--- src/rtl/teclado_cajero.sv ---
// ATM keypad front-end: debounces keys, captures the PIN and amount, and sequences the session.
// Define RETIRO_MULTIPLO_100_EN to only accept withdrawals that are whole multiples of 100.
module teclado_cajero #(
  parameter int DEBOUNCE_CICLOS = 4,
  parameter int MAX_DIGITOS     = 9,
  parameter int TIMEOUT_RES     = 16
) (
  input  logic        CLK,
  input  logic        Reset,
  input  logic        Tarjeta_insertada,
  input  logic [3:0]  Tecla,
  input  logic        Tecla_presionada,
  input  logic        PIN_incorrecto,
  input  logic        Bloqueo,
  input  logic        Balance_actualizado,
  input  logic        Fondos_insuficientes,
  output logic        Tarjeta_recibida,
  output logic [3:0]  Digito,
  output logic        Digito_STB,
  output logic        Tipo_trans,
  output logic [31:0] Monto,
  output logic        Monto_STB,
  output logic        Error_entrada
);

  localparam int DW = $clog2(DEBOUNCE_CICLOS + 1);
  localparam int NW = $clog2(MAX_DIGITOS + 1);
  localparam int TW = $clog2(TIMEOUT_RES + 1);

  localparam logic [3:0] K_ENTER    = 4'd10;
  localparam logic [3:0] K_CANCEL   = 4'd11;
  localparam logic [3:0] K_DEPOSITO = 4'd12;
  localparam logic [3:0] K_RETIRO   = 4'd13;

  typedef enum logic [2:0] {
    REPOSO, CAPTURA_PIN, VERIFICA, ESPERA_TIPO, CAPTURA_MONTO, ESPERA_RESULTADO, BLOQUEADO
  } estado_t;

  estado_t       estado_q, estado_d;
  logic [DW-1:0] deb_cnt_q, deb_cnt_d;
  logic [3:0]    tecla_prev_q, tecla_prev_d;
  logic          armado_q, armado_d;
  logic          tarjeta_prev_q;
  logic [1:0]    pin_cnt_q, pin_cnt_d;
  logic [31:0]   acc_q, acc_d;
  logic [NW-1:0] ndig_q, ndig_d;
  logic [TW-1:0] timer_q, timer_d;
  logic          tarjeta_recibida_q, tarjeta_recibida_d;
  logic [3:0]    digito_q, digito_d;
  logic          digito_stb_q, digito_stb_d;
  logic          tipo_trans_q, tipo_trans_d;
  logic [31:0]   monto_q, monto_d;
  logic          monto_stb_q, monto_stb_d;
  logic          error_entrada_q, error_entrada_d;
`ifdef RETIRO_MULTIPLO_100_EN
  logic [1:0]    ceros_q, ceros_d;
`endif

  logic        key_event, es_digito, tarjeta_sube, monto_ok;
  logic [31:0] acc_x10;

  // A press is accepted once per key-down, after the code has been stable long enough.
  always_comb begin
    deb_cnt_d    = '0;
    tecla_prev_d = Tecla;
    armado_d     = armado_q;
    key_event    = 1'b0;
    if (!Tecla_presionada) begin
      armado_d = 1'b1;
    end else begin
      if (deb_cnt_q != '0 && Tecla == tecla_prev_q)
        deb_cnt_d = (deb_cnt_q == DW'(DEBOUNCE_CICLOS)) ? deb_cnt_q : deb_cnt_q + 1'b1;
      else
        deb_cnt_d = DW'(1);
      if (armado_q && deb_cnt_d == DW'(DEBOUNCE_CICLOS)) begin
        key_event = (Tecla < 4'd14);
        armado_d  = 1'b0;
      end
    end
  end

  assign es_digito    = (Tecla <= 4'd9);
  assign tarjeta_sube = Tarjeta_insertada && !tarjeta_prev_q;
  assign acc_x10      = (acc_q << 3) + (acc_q << 1) + {28'd0, Tecla};

  always_comb begin
    estado_d           = estado_q;
    pin_cnt_d          = pin_cnt_q;
    acc_d              = acc_q;
    ndig_d             = ndig_q;
    timer_d            = timer_q;
    tarjeta_recibida_d = 1'b0;
    digito_d           = digito_q;
    digito_stb_d       = 1'b0;
    tipo_trans_d       = tipo_trans_q;
    monto_d            = monto_q;
    monto_stb_d        = 1'b0;
    error_entrada_d    = 1'b0;
    monto_ok           = (ndig_q != '0) && (acc_q != '0);
`ifdef RETIRO_MULTIPLO_100_EN
    ceros_d            = ceros_q;
    if (tipo_trans_q && !(ndig_q >= NW'(3) && ceros_q == 2'b11))
      monto_ok = 1'b0;
`endif

    if (Bloqueo) begin
      estado_d = BLOQUEADO;
    end else if (estado_q != REPOSO && estado_q != BLOQUEADO && !Tarjeta_insertada) begin
      estado_d  = REPOSO;
      pin_cnt_d = '0;
      acc_d     = '0;
      ndig_d    = '0;
      timer_d   = '0;
    end else begin
      case (estado_q)
        REPOSO: begin
          if (tarjeta_sube) begin
            tarjeta_recibida_d = 1'b1;
            pin_cnt_d          = '0;
            estado_d           = CAPTURA_PIN;
          end
        end
        CAPTURA_PIN: begin
          if (key_event) begin
            if (es_digito) begin
              digito_d     = Tecla;
              digito_stb_d = 1'b1;
              pin_cnt_d    = pin_cnt_q + 1'b1;
              if (pin_cnt_q == 2'd3) begin
                timer_d  = '0;
                estado_d = VERIFICA;
              end
            end else if (Tecla == K_CANCEL) begin
              pin_cnt_d = '0;
            end else begin
              error_entrada_d = 1'b1;
            end
          end
        end
        // The controller's verdict is valid two cycles after the last digit strobe.
        VERIFICA: begin
          if (timer_q == TW'(2)) begin
            timer_d  = '0;
            estado_d = PIN_incorrecto ? CAPTURA_PIN : ESPERA_TIPO;
          end else begin
            timer_d = timer_q + 1'b1;
          end
        end
        ESPERA_TIPO: begin
          if (key_event) begin
            if (Tecla == K_DEPOSITO || Tecla == K_RETIRO) begin
              tipo_trans_d = (Tecla == K_RETIRO);
              acc_d        = '0;
              ndig_d       = '0;
              estado_d     = CAPTURA_MONTO;
            end else if (Tecla == K_CANCEL) begin
              estado_d = REPOSO;
            end else begin
              error_entrada_d = 1'b1;
            end
          end
        end
        CAPTURA_MONTO: begin
          if (key_event) begin
            if (es_digito) begin
              if (ndig_q == NW'(MAX_DIGITOS)) begin
                error_entrada_d = 1'b1;
              end else begin
                acc_d  = acc_x10;
                ndig_d = ndig_q + 1'b1;
`ifdef RETIRO_MULTIPLO_100_EN
                ceros_d = {ceros_q[0], (Tecla == 4'd0)};
`endif
              end
            end else if (Tecla == K_ENTER) begin
              if (monto_ok) begin
                monto_d     = acc_q;
                monto_stb_d = 1'b1;
                timer_d     = '0;
                estado_d    = ESPERA_RESULTADO;
              end else begin
                error_entrada_d = 1'b1;
                acc_d           = '0;
                ndig_d          = '0;
              end
            end else if (Tecla == K_CANCEL) begin
              acc_d    = '0;
              ndig_d   = '0;
              estado_d = ESPERA_TIPO;
            end else begin
              error_entrada_d = 1'b1;
            end
          end
        end
        ESPERA_RESULTADO: begin
          if (Balance_actualizado || Fondos_insuficientes || timer_q == TW'(TIMEOUT_RES - 1)) begin
            error_entrada_d = !(Balance_actualizado || Fondos_insuficientes);
            acc_d           = '0;
            ndig_d          = '0;
            timer_d         = '0;
            estado_d        = ESPERA_TIPO;
          end else begin
            timer_d = timer_q + 1'b1;
          end
        end
        BLOQUEADO: estado_d = BLOQUEADO;
        default:   estado_d = REPOSO;
      endcase
    end
  end

  always_ff @(posedge CLK or posedge Reset) begin
    if (Reset) begin
      estado_q           <= REPOSO;
      deb_cnt_q          <= '0;
      tecla_prev_q       <= '0;
      armado_q           <= 1'b1;
      tarjeta_prev_q     <= 1'b0;
      pin_cnt_q          <= '0;
      acc_q              <= '0;
      ndig_q             <= '0;
      timer_q            <= '0;
      tarjeta_recibida_q <= 1'b0;
      digito_q           <= '0;
      digito_stb_q       <= 1'b0;
      tipo_trans_q       <= 1'b0;
      monto_q            <= '0;
      monto_stb_q        <= 1'b0;
      error_entrada_q    <= 1'b0;
`ifdef RETIRO_MULTIPLO_100_EN
      ceros_q            <= '0;
`endif
    end else begin
      estado_q           <= estado_d;
      deb_cnt_q          <= deb_cnt_d;
      tecla_prev_q       <= tecla_prev_d;
      armado_q           <= armado_d;
      tarjeta_prev_q     <= Tarjeta_insertada;
      pin_cnt_q          <= pin_cnt_d;
      acc_q              <= acc_d;
      ndig_q             <= ndig_d;
      timer_q            <= timer_d;
      tarjeta_recibida_q <= tarjeta_recibida_d;
      digito_q           <= digito_d;
      digito_stb_q       <= digito_stb_d;
      tipo_trans_q       <= tipo_trans_d;
      monto_q            <= monto_d;
      monto_stb_q        <= monto_stb_d;
      error_entrada_q    <= error_entrada_d;
`ifdef RETIRO_MULTIPLO_100_EN
      ceros_q            <= ceros_d;
`endif
    end
  end

  assign Tarjeta_recibida = tarjeta_recibida_q;
  assign Digito           = digito_q;
  assign Digito_STB       = digito_stb_q;
  assign Tipo_trans       = tipo_trans_q;
  assign Monto            = monto_q;
  assign Monto_STB        = monto_stb_q;
  assign Error_entrada    = error_entrada_q;

endmodule

--- config.mk ---
export PLATFORM = sky130hd
export DESIGN_NAME = teclado_cajero
export DESIGN_NICKNAME = d
export VERILOG_FILES = /design/src/rtl/teclado_cajero.sv
export SDC_FILE = /design/constraint.sdc
export NUM_CORES = 1
export LEC_CHECK = 0
export CORE_ASPECT_RATIO = 0.75
export CORE_MARGIN = 2
export CORE_UTILIZATION = 44
export DETAILED_ROUTE_END_ITERATION = 8
export HOLD_SLACK_MARGIN = 0.02
export PLACE_DENSITY = 0.69
export SLEW_MARGIN = 20
export SYNTH_ARGS = -nofsm -noshare
export SYNTH_HDL_FRONTEND = slang
export SYNTH_SLANG_ARGS = --single-unit
--- constraint.sdc ---
create_clock -name CLK -period 3.4 [get_ports CLK]
set_input_delay 0.68 -clock CLK [delete_from_list [all_inputs] [get_ports CLK]]
set_output_delay 0.68 -clock CLK [all_outputs]
set_load 0.1 [all_outputs]
; ---- Yosys cells after proc, flatten, opt, wreduce, memory -nomap -nowiden
; Cells that the tools add are included.
[word_totals]
regBits = 96
out_inout_bits = 41
wordCells = 195
in_bits = 12
[classes]
n_eq_ne = 46
order_cmp = 2
n_reduce_logical = 27
addsub = 6
muxes = 95
bitwise_logic = 3
[op_table]
columns = operator, count
row1 = $mux 32, 10
row2 = $pmux 32 s3, 1
row3 = $mux 3, 20
row4 = $mux 5, 10
row5 = $ne 4x4->1 const B, 11
row6 = $mux 4, 10
row7 = $ne 3x3->1 const B, 12
row8 = $mux 1, 33
row9 = $add 32x32->32, 1
row10 = $add 32x4->32, 1
row11 = $reduce_bool 32->1, 1
row12 = $ne 5x5->1 const B, 5
row13 = $pmux 3 s7, 1
row14 = $eq 4x4->1 const B, 5
row15 = $pmux 5 s4, 1
row16 = $reduce_and 9->1, 2
row17 = $eq 3x3->1 const B, 5
row18 = $reduce_and 5->1, 3
row19 = $mux 2, 6
row20 = $pmux 4 s3, 1
row21 = $reduce_and 12->1, 1
row22 = $reduce_bool 3->1, 3
row23 = $reduce_bool 4->1, 2
row24 = $reduce_and 7->1, 1
row25 = other kinds (21), 33

; ---- Depth between registers and ports, before layout
; Gate-level depths: netlist of run 1.
[logic_depth]
word_depth = 12
ltp_mapped = 12
depth_no_buf = 11

; ---- Least setup slack after synthesis of run 1
; OpenSTA, ideal clock, no wires.
[synth_path]
path_kind = input to register
startpoint = in Tecla[3]
endpoint = reg acc_q[19]
t_arrival_ns = 3.415
setup_ns = 0.129
required_time_ns = 3.271
path_buffers = 1
slack_ns = -0.144
cell_stages = 12
cell_sequence = buf_2 inv_1 fa_1 inv_1 ha_1 a211oi_1 o21ai_0 o311ai_0 a211oi_1 o41ai_1 xor2_1 o21ai_0
[synth_between]
elab_chain_cells = 10
word_cells_on_any_way = 29
classes_between = 1 x add/sub / 2 x order compare / 12 x eq/ne / 10 x mux / 4 x reduce/logical
[synth_rtl]
columns = item, line
row1 = "start, declared", 11  ; input logic [3:0] Tecla,
row2 = "parallel branches: the longest is 10 deep, another holds $add 32x4->32", -
row3 = "end signal, assigned", 220  ; acc_q <= '0;
row4 = "end signal, assigned", 240  ; acc_q <= acc_d;
row5 = "end, declared", 45  ; logic [31:0] acc_q, acc_d;
; Parallel ways; which one is timed is not known. The select of a mux whose other input is x is not followed.
; A chain may end at the register's enable or synchronous reset.

; ---- Worst setup path after layout of run 1
[layout_path]
startpoint = in Tecla[2]
endpoint = reg acc_q[30]
; The elaborated chain is that of the path after synthesis.

==> results of run 1 <==
-- tightest hold or removal path, delay by kind of cell, from the launching register on --
family          cells  cell delay (ns)
flops               1             0.35
compound gates      1             0.06
simple gates        1             0.05
-- path summary, 6_finish.rpt --
path,from,endpoint,slack (ns)
worst max-delay path,Tecla[2],acc_q[30],0.08
worst min-delay path,timer_q[4],timer_q[4],0.49
worst max register to register,acc_q[11],acc_q[10],0.36
worst min register to register,timer_q[4],timer_q[4],0.49
max in group asynchronous,Reset,Monto[20],1.93
min in group asynchronous,Reset,acc_q[0],0.76
-- cells in the final DEF, fill, tap and decap left out, types with 9 or more instances in the layout --
cell             count
clkbuf_16            9
a21o_1              13
nand2_1             81
ha_1                67
mux2_2              39
xnor2_1             13
dfrtp_1             95
clkdlybuf4s50_1     14
o31ai_1             26
a21oi_1             33
nor3_1               9
nand3_1             16
xor2_1              18
nor4_1              11
inv_1               20
o21ai_0             34
nor2_1              37
buf_4               80
-- flip-flops by register name (all words and copies together) (netlist names) --
register and flops:
Monto_STB 1, estado_q 3, Digito_STB 1, ndig_q 4, tarjeta_prev_q 1, Digito 4, armado_q 1, tecla_prev_q 4
deb_cnt_q 3, acc_q 32, Monto 32, Tipo_trans 1, timer_q 5, Error_entrada 1, Tarjeta_recibida 1, pin_cnt_q 2
-- cell usage after synthesis (4+ instances only) --
library cell / n / share of area (%)
o21ai_0: 35 / 2.7
nor3_1: 9 / 0.70
o31ai_1: 26 / 3.1
a31oi_1: 8 / 0.78
ha_1: 67 / 13
nand3_1: 16 / 1.3
o211ai_1: 8 / 0.94
nor2b_1: 8 / 0.78
nor2_1: 37 / 2.2
nand2_1: 81 / 4.8
buf_2: 5 / 0.39
o21bai_1: 7 / 0.82
nor4_1: 11 / 1.1
nand2b_1: 8 / 0.78
clkbuf_1: 20 / 1.2
and3_1: 4 / 0.39
nand4_1: 6 / 0.59
a21oi_1: 33 / 2.6
mux2_2: 39 / 6.9
a211oi_1: 10 / 1.2
xor2_1: 18 / 2.5
xnor2_1: 13 / 1.8
inv_1: 22 / 1.3
dfrtp_1: 95 / 37
a21o_1: 13 / 1.5
-- power by group --
| part | internal [mW] | switching (mW) |
|---|---|---|
| Sequential | 1.17 | 0.0696 |
| Combinational | 0.227 | 0.375 |
| Clock | 0.518 | 0.449 |
-- logic make-up (layout without fill, tap and decap cells) --
family | after synthesis | in the layout | synth area share, %
xor gates and xnor gates | 31 | 31 | 4.244
AOI/OAI and AO/OA | 181 | 181 | 19.23
and+or+nand+nor | 200 | 200 | 15.24
buffers and inverters | 49 | 138 | 2.973
DFF | 96 | 96 | 37.57
muxes | 40 | 40 | 7.021
adders and majority gates | 69 | 69 | 13.73
-- layout make-up --
| cell class | count | area share (%) |
|---|---|---|
| clock buffers | 12 | 3.201 |
| repair buffers | 99 | 10.77 |
| well taps | 200 | 3.250 |
| inverters | 23 | 1.154 |
| clock inverters | 4 | 0.3900 |
| flip-flops and latches | 96 | 31.22 |
| multi-input cells | 521 | 50.02 |
-- routing by layer --
metal	vias up	track usage [%]
met1	2702	36.25
met3	12	4.473
met2	161	30.35
li1	2639	-
met4	0	4.692
met5	-	0
-- repair_timing --
| action | 4_1_cts | 5_1_grt |
|---|---|---|
| endpoints found under the setup margin | 10 | 4 |
| pin swaps | 3 | 2 |
| setup buffers | 2 | 0 |
| resized for setup | 4 | 3 |
| hold buffers | 0 | 0 |
-- through the flow --
step / std cells / hold slack (ns) / worst slack (ns) / instance area, um^2 / TNS [ns]
floorplan: 666 / 0.4485 / 0.01042 / 6405 / 0
global placement: 937 / 0.4646 / -0.5308 / 7386 / -6.423
detailed placement: 937 / 0.4702 / -0.5271 / 7386 / -6.853
CTS: 955 / 0.4893 / 0.1137 / 7690 / 0
global route: 955 / 0.5218 / 0.005279 / 7700 / 0
finish: 955 / 0.4928 / 0.08365 / 7700 / 0
==> flow_metrics.py, run 1 <==
metrics = {
    "status": {
        "status": "finished clean",
    },
    "drt": {
        "avgRoutedWirePerCell_um": 17.39,
        "drt-met1-wl_um": 8778,
        "vias_per_cell": 5.774,
        "drtIter0Drc": 408,
        "drc_errors": 0,
        "dr_wl_met3_um": 970,
        "top_layer": "met4",
        "wl_um": 16610,
        "ant_nets": 0,
        "vias": 5514,
        "drt_pass1_iterations": 5,
        "routed-wl-met2_um": 6700,
    },
    "worst_setup_path": {
        "start_kind": "input port",
        "worst_ep_arrival_time_ns": 3.61,
        "path_depth": 11,
        "critical_path_class": "in -> reg",
        "cpMaxStageDelayCell": "or4b_1",
        "crit_fanout": 3,
        "path_common_cell": "ha_1",
        "cp-end-kind": "flop",
        "critPathTopFamily": "adder cells",
        "critPathBufInv": 1,
        "worst_path_largest_cell_delay_ns": 0.54,
        "cp_data_required_time_ns": 3.69,
        "r2r_cells": 7,
        "path_cells": "clkdlybuf4s50_1 > ha_1 > ha_1 > fa_1 > a21o_1 > a31oi_1 > or4_4 > a21oi_1 > or4b_1 > nand3_1 > a32o_1",
    },
    "timing": {
        "period_share_pct": 97.54,
        "hold_viol": 0,
        "tightest_slew_ns": 0.9689,
        "min_period_ns": 3.316,
        "maxSlewViolCount": 0,
        "setup_viol": 0,
        "fin_worst_skew_ns": 0.01188,
        "fmax_mhz": 301.5,
        "rsz0062_at_grt": "no",
        "relSlewSlack_pct": 35.20,
    },
    "synth": {
        "synth.distinct_cells": 67,
        "synthFlopType": "dfrtp_1",
        "synth.yosys.seq_area_share_pct": 37.57,
        "ys_async_sr_fraction_pct": 100.0,
        "synth_seq_cells": 96,
        "syn_inst": 666,
        "synth_edf_count": 0,
        "yosysWarnings": 0,
        "syn_area_mm2": 0.006397,
        "synth.avg_cell_area_um2": 9.606,
        "synth_nets": 747,
    },
    "power_and_ir_drop": {
        "p_total_mw": 2.813,
        "p_leak_nw": 3.732,
        "cellPowerDensity_mw_per_mm2": 365.3,
        "vdd_drop_max_mv": 0.2407,
    },
    "cells_and_area": {
        "fill_cells": 1313,
        "syn_to_final_growth_pct": 20.36,
        "multi_input_area_mm2": 0.003851,
        "seqCellArea_mm2": 0.002404,
        "fin_util_pct": 53.63,
        "antennaDiodeCount": 0,
        "final_nets": 831,
        "drive_gt1_share_pct": 20.53,
    },
    "floorplan": {
        "io_pins": 53,
        "die_height_um": 108.4,
        "start_util_pct": 44.55,
        "rows": 38,
        "die-area_mm2": 0.01553,
        "fp.dieW_um": 143.2,
        "core_area_mm2": 0.01436,
    },
    "cts": {
        "htreeDepth": 3,
        "clk_latency_ns": 0.35,
        "clock-root-buffer": "clkbuf_16",
        "cts_max_path_buffers": 2,
        "path_clk_slew_ns": 0.07,
        "cts-buffers-inserted": 9,
        "cts.sinks": 96,
        "cts_tree": "done",
    },
    "global_route": {
        "overflow": 0,
        "grt_pass1_wl_um": 27350,
        "grt_pass1_vias": 5211,
        "grt.total_usage_pct": 22.42,
        "grt_max_degree": 43,
        "antenna_found_initial": 0,
    },
    "hold_path": {
        "hold_class": "reg -> reg",
        "hold_path_depth": 2,
    },
    "place": {
        "port-buffer-count": 52,
        "place_congestion": 0.9425,
        "hpwl_um": 12450,
    },
    "flow_run": {
        "cap_violations": 0,
    },
}
Note: power is estimated with default switching activity, not from simulation.
==> run 2, diff against run 1 <==
PLACE_DENSITY = 0.72   (was 0.69)
==> flow_metrics.py, run 2 (synthesis gave the netlist of run 1 again) <==
metrics = {
    "timing": {
        "setup_viol": 0,
        "rsz0062_at_grt": "no",
        "maxSlewViolCount": 0,
        "tightest_slew_ns": 0.9720,
        "min_period_ns": 3.241,
        "fin_setup_tns_ns": 0,
        "fmax_mhz": 308.5,
        "period_share_pct": 95.34,
        "fin_worst_skew_ns": 0.01457,
        "relSlewSlack_pct": 35.00,
        "hold_viol": 0,
        "setup_ws_ns": 0.1586,
    },
    "floorplan": {
        "die-area_mm2": 0.01553,
        "rows": 38,
        "io_pins": 53,
        "fp.dieW_um": 143.2,
        "start_util_pct": 44.55,
        "die_height_um": 108.4,
        "core_area_mm2": 0.01436,
    },
    "cells_and_area": {
        "syn_to_final_growth_pct": 20.44,
        "antennaDiodeCount": 0,
        "final_cell_mix": "dfrtp_1, nand2_1, buf_4",
        "drive_gt1_share_pct": 20.98,
        "final_nets": 829,
        "final_common_cell": "dfrtp_1",
        "fin_cells": 953,
    },
    "worst_setup_path": {
        "start_kind": "input port",
        "r2r_end": "acc_q[31]",
        "worst_ep_arrival_time_ns": 3.51,
        "r2r_cells": 10,
        "cp-end-kind": "flop",
        "cp_data_required_time_ns": 3.67,
        "critical_path_class": "in -> reg",
        "crit_fanout": 3,
        "r2r_start": "acc_q[11]",
        "reg2reg_slack_ns": 0.37,
    },
    "global_route": {
        "grt.total_usage_pct": 22.42,
        "overflow": 0,
        "grt_max_degree": 43,
        "antenna_found_initial": 0,
        "grt_pass1_wl_um": 27320,
        "grt_pass1_vias": 5224,
    },
    "drt": {
        "vias_per_cell": 5.759,
        "drt_pass1_iterations": 5,
        "ant_nets": 0,
        "avgRoutedWirePerCell_um": 17.55,
        "wl_um": 16720,
        "drc_errors": 0,
        "vias": 5488,
        "drtIter0Drc": 553,
    },
    "place": {
        "hpwl_um": 12620,
        "dp_slack_ns": -0.4698,
        "place_congestion": 0.9406,
        "port-buffer-count": 52,
        "dpl.cell_count": 936,
    },
    "hold_path": {
        "holdPathEnd": "timer_q[4]",
        "hold_path.startpoint": "timer_q[4]",
        "hold_path_depth": 2,
        "hold_class": "reg -> reg",
    },
    "cts": {
        "htreeDepth": 3,
        "clk_latency_ns": 0.36,
        "path_clk_slew_ns": 0.07,
        "ctsHoldBuffers": 0,
        "clock-root-buffer": "clkbuf_16",
        "cts.sinks": 96,
        "cts_tree": "done",
        "cts_max_path_buffers": 2,
        "cts-buffers-inserted": 9,
    },
    "flow_run": {
        "cap_violations": 0,
    },
    "power_and_ir_drop": {
        "cellPowerDensity_mw_per_mm2": 375.1,
        "p_leak_nw": 3.731,
        "vdd_drop_max_mv": 0.2475,
        "p_total_mw": 2.890,
    },
    "status": {
        "status": "finished clean",
    },
}
run 2: worst max-delay path by stage:
stage                end  slack [ns]      from
5_1_grt        acc_q[26]        0.02  Tecla[2]
3_5_place_dp   acc_q[30]       -0.47  Tecla[3]
6_report       acc_q[20]        0.16  Tecla[2]
3_3_place_gp   acc_q[30]       -0.45  Tecla[3]
2_1_floorplan  acc_q[30]        0.01  Tecla[3]
4_1_cts        acc_q[31]       0.009  Tecla[3]
run 2: area by class of cell:
type	instances	area, um^2
clock inverter	6	67.56
sequential	96	2404
inverter	23	88.84
tap	200	250.2
timing repair buffer	97	793.3
multi-input combinational	521	3862
clock buffer	10	239.0
fill	1323	6654
run 2: per-stage QoR:
stage | util (%) | area (um^2) | hold WS [ns]
2_1_floorplan | - | 6405 | 0.4485
3_3_place_gp | 51.18 | 7348 | 0.4647
3_5_place_dp | 51.18 | 7348 | 0.4919
4_1_cts | 53.51 | 7684 | 0.5065
5_1_grt | 53.66 | 7705 | 0.5291
6_report | 53.66 | 7705 | 0.4979
run 2: worst max-delay path, stage by stage:
cell and delay (ns):
clkdlybuf4s50_1 0.50, ha_1 0.33, ha_1 0.20, fa_2 0.23, a21o_1 0.16, a31oi_1 0.10
or4_4 0.56, buf_4 0.15, a21oi_1 0.15, a211oi_1 0.09, xor2_1 0.15, o31ai_1 0.21
run 2: per-layer routing:
metal  vias to the layer above  part of all wire (%)  GRT usage, %
met2                       177                    42         31.24
li1                       2643                     -             -
met5                         -                     0             0
met1                      2653                    51         34.39
met3                        15                   6.4         5.757
met4                         0                   1.2         5.532
run 2: timing repair:
item                       4_1_cts  5_1_grt
setup endpoints to repair        8       18
pin swaps                        6        7
setup buffers                    0        1
resized for setup                6        3
run 2: report_power, final:
group | switching [mW] | internal (mW)
Sequential | 0.0507 | 1.17
Clock | 0.475 | 0.593
Combinational | 0.383 | 0.214
==> run 3, diff against run 2 <==
DONT_BUFFER_PORTS = 1   (was not set)
MAX_ROUTING_LAYER = met4   (was not set)
PLACE_DENSITY = 0.67   (was 0.72)
==> flow_metrics.py, run 3 (synthesis gave the netlist of run 1 again) <==
metrics = {
    "drt": {
        "wl_um": 16120,
        "drc_errors": 0,
        "avgRoutedWirePerCell_um": 18.49,
        "ant_nets": 0,
        "vias_per_cell": 6.018,
        "vias": 5248,
        "drtIter0Drc": 602,
        "drt_pass1_iterations": 5,
    },
    "cells_and_area": {
        "drive_gt1_share_pct": 12.20,
        "final_cell_mix": "dfrtp_1, nand2_1, ha_1",
        "fill_cells": 1337,
        "final_common_cell": "dfrtp_1",
        "final_area_mm2": 0.006969,
        "final_nets": 748,
        "syn_to_final_growth_pct": 8.938,
        "antennaDiodeCount": 0,
        "fin_util_pct": 48.54,
    },
    "worst_setup_path": {
        "crit_fanout": 4,
        "worst_ep_arrival_time_ns": 3.39,
        "start_kind": "flop",
        "cp_data_required_time_ns": 3.65,
        "critical_path_class": "reg -> reg",
        "cp-end-kind": "flop",
    },
    "cts": {
        "cts-buffers-inserted": 9,
        "clock-root-buffer": "clkbuf_16",
        "cts_resized": 0,
        "cts_max_path_buffers": 2,
        "htreeDepth": 3,
        "ctsHoldBuffers": 0,
        "cts_tree": "done",
        "clk_latency_ns": 0.36,
        "path_clk_slew_ns": 0.07,
        "cts.sinks": 96,
        "post_cts_buffers": 0,
    },
    "power_and_ir_drop": {
        "vdd_drop_max_mv": 0.2172,
        "p_leak_nw": 3.289,
        "cellPowerDensity_mw_per_mm2": 389.5,
    },
    "timing": {
        "fin_setup_tns_ns": 0,
        "hold_viol": 0,
        "min_period_ns": 3.143,
        "setup_ws_ns": 0.2566,
        "fmax_mhz": 318.1,
        "period_share_pct": 92.45,
        "fin_worst_skew_ns": 0.008937,
        "maxSlewViolCount": 0,
        "rsz0062_at_grt": "no",
        "setup_viol": 0,
        "tightest_slew_ns": 0.9364,
        "relSlewSlack_pct": 37.57,
    },
    "floorplan": {
        "start_util_pct": 44.55,
        "core_area_mm2": 0.01436,
        "io_pins": 53,
        "die_height_um": 108.4,
        "rows": 38,
        "die-area_mm2": 0.01553,
        "fp.dieW_um": 143.2,
    },
    "global_route": {
        "antenna_found_initial": 0,
        "grt_max_degree": 71,
        "grt_pass1_vias": 4878,
        "overflow": 0,
        "grt.total_usage_pct": 22.34,
        "grt_pass1_wl_um": 26010,
    },
    "flow_run": {
        "cap_violations": 0,
    },
    "place": {
        "hpwl_um": 12110,
        "placed_cell_area_mm2": 0.006703,
        "dp_slack_ns": -0.02890,
        "port-buffer-count": 0,
        "place_congestion": 0.9067,
    },
    "status": {
        "status": "finished clean",
    },
    "hold_path": {
        "hold_class": "in -> reg",
    },
}
[run 3: path summary, 6_finish.rpt]
check                           slack (ns)        endpoint               from  cells after the start
max in group asynchronous             2.22        armado_q              Reset                      2
worst max-delay path                  0.26       acc_q[30]           acc_q[0]                     11
worst min-delay path                  0.35  tarjeta_prev_q  Tarjeta_insertada                      0
min in group asynchronous             0.37        Monto[1]              Reset                      1
worst max register to register        0.26       acc_q[30]           acc_q[0]                     11
worst min register to register        0.49      timer_q[4]         timer_q[4]                      2
[run 3: critical path, stage by stage, from the launching register on]
cell      delay, ns
dfrtp_1        0.36
inv_1          0.07
fa_1           0.51
inv_1          0.07
fa_1           0.46
a21o_1         0.23
a31oi_1        0.20
or4_1          0.20
a21oi_1        0.15
o32ai_2        0.37
o211ai_1       0.13
a32o_1         0.27
[run 3: layer usage]
layer / track usage, % / wire length, um / up-vias
li1: - / - / 2473
met1: 33.15 / 8084 / 2544
met2: 29.53 / 6449 / 212
met3: 6.156 / 1348 / 19
met4: 6.092 / 238 / 0
met5: - / 0 / -
[run 3: stage by stage]
step | total power, mW | hold slack, ns | cells
after floorplan | 1.632 | 0.4485 | 666
after global placement | 1.777 | 0.4623 | 856
after detailed placement | 1.782 | 0.4749 | 856
after CTS | 2.738 | 0.3275 | 872
after global routing | 2.859 | 0.3222 | 872
final | 2.715 | 0.3462 | 872
[run 3: cell type report]
type	instances	area, um^2	share of cell area, %
Clock buffer	11	232.7	3.339
Clock inverter	5	33.78	0.4847
Inverter	23	88.84	1.275
Multi-Input combinational cell	521	3827	54.92
Sequential cell	96	2404	34.49
Tap cell	200	250.2	3.591
Timing Repair Buffer	16	132.6	1.903
[run 3: where the power goes]
part | leakage [nW] | total (mW) | internal, mW | switching (mW)
clock network | 0.126 | 0.942 | 0.495 | 0.447
registers | 1.31 | 1.22 | 1.17 | 0.0453
logic | 1.85 | 0.553 | 0.183 | 0.370
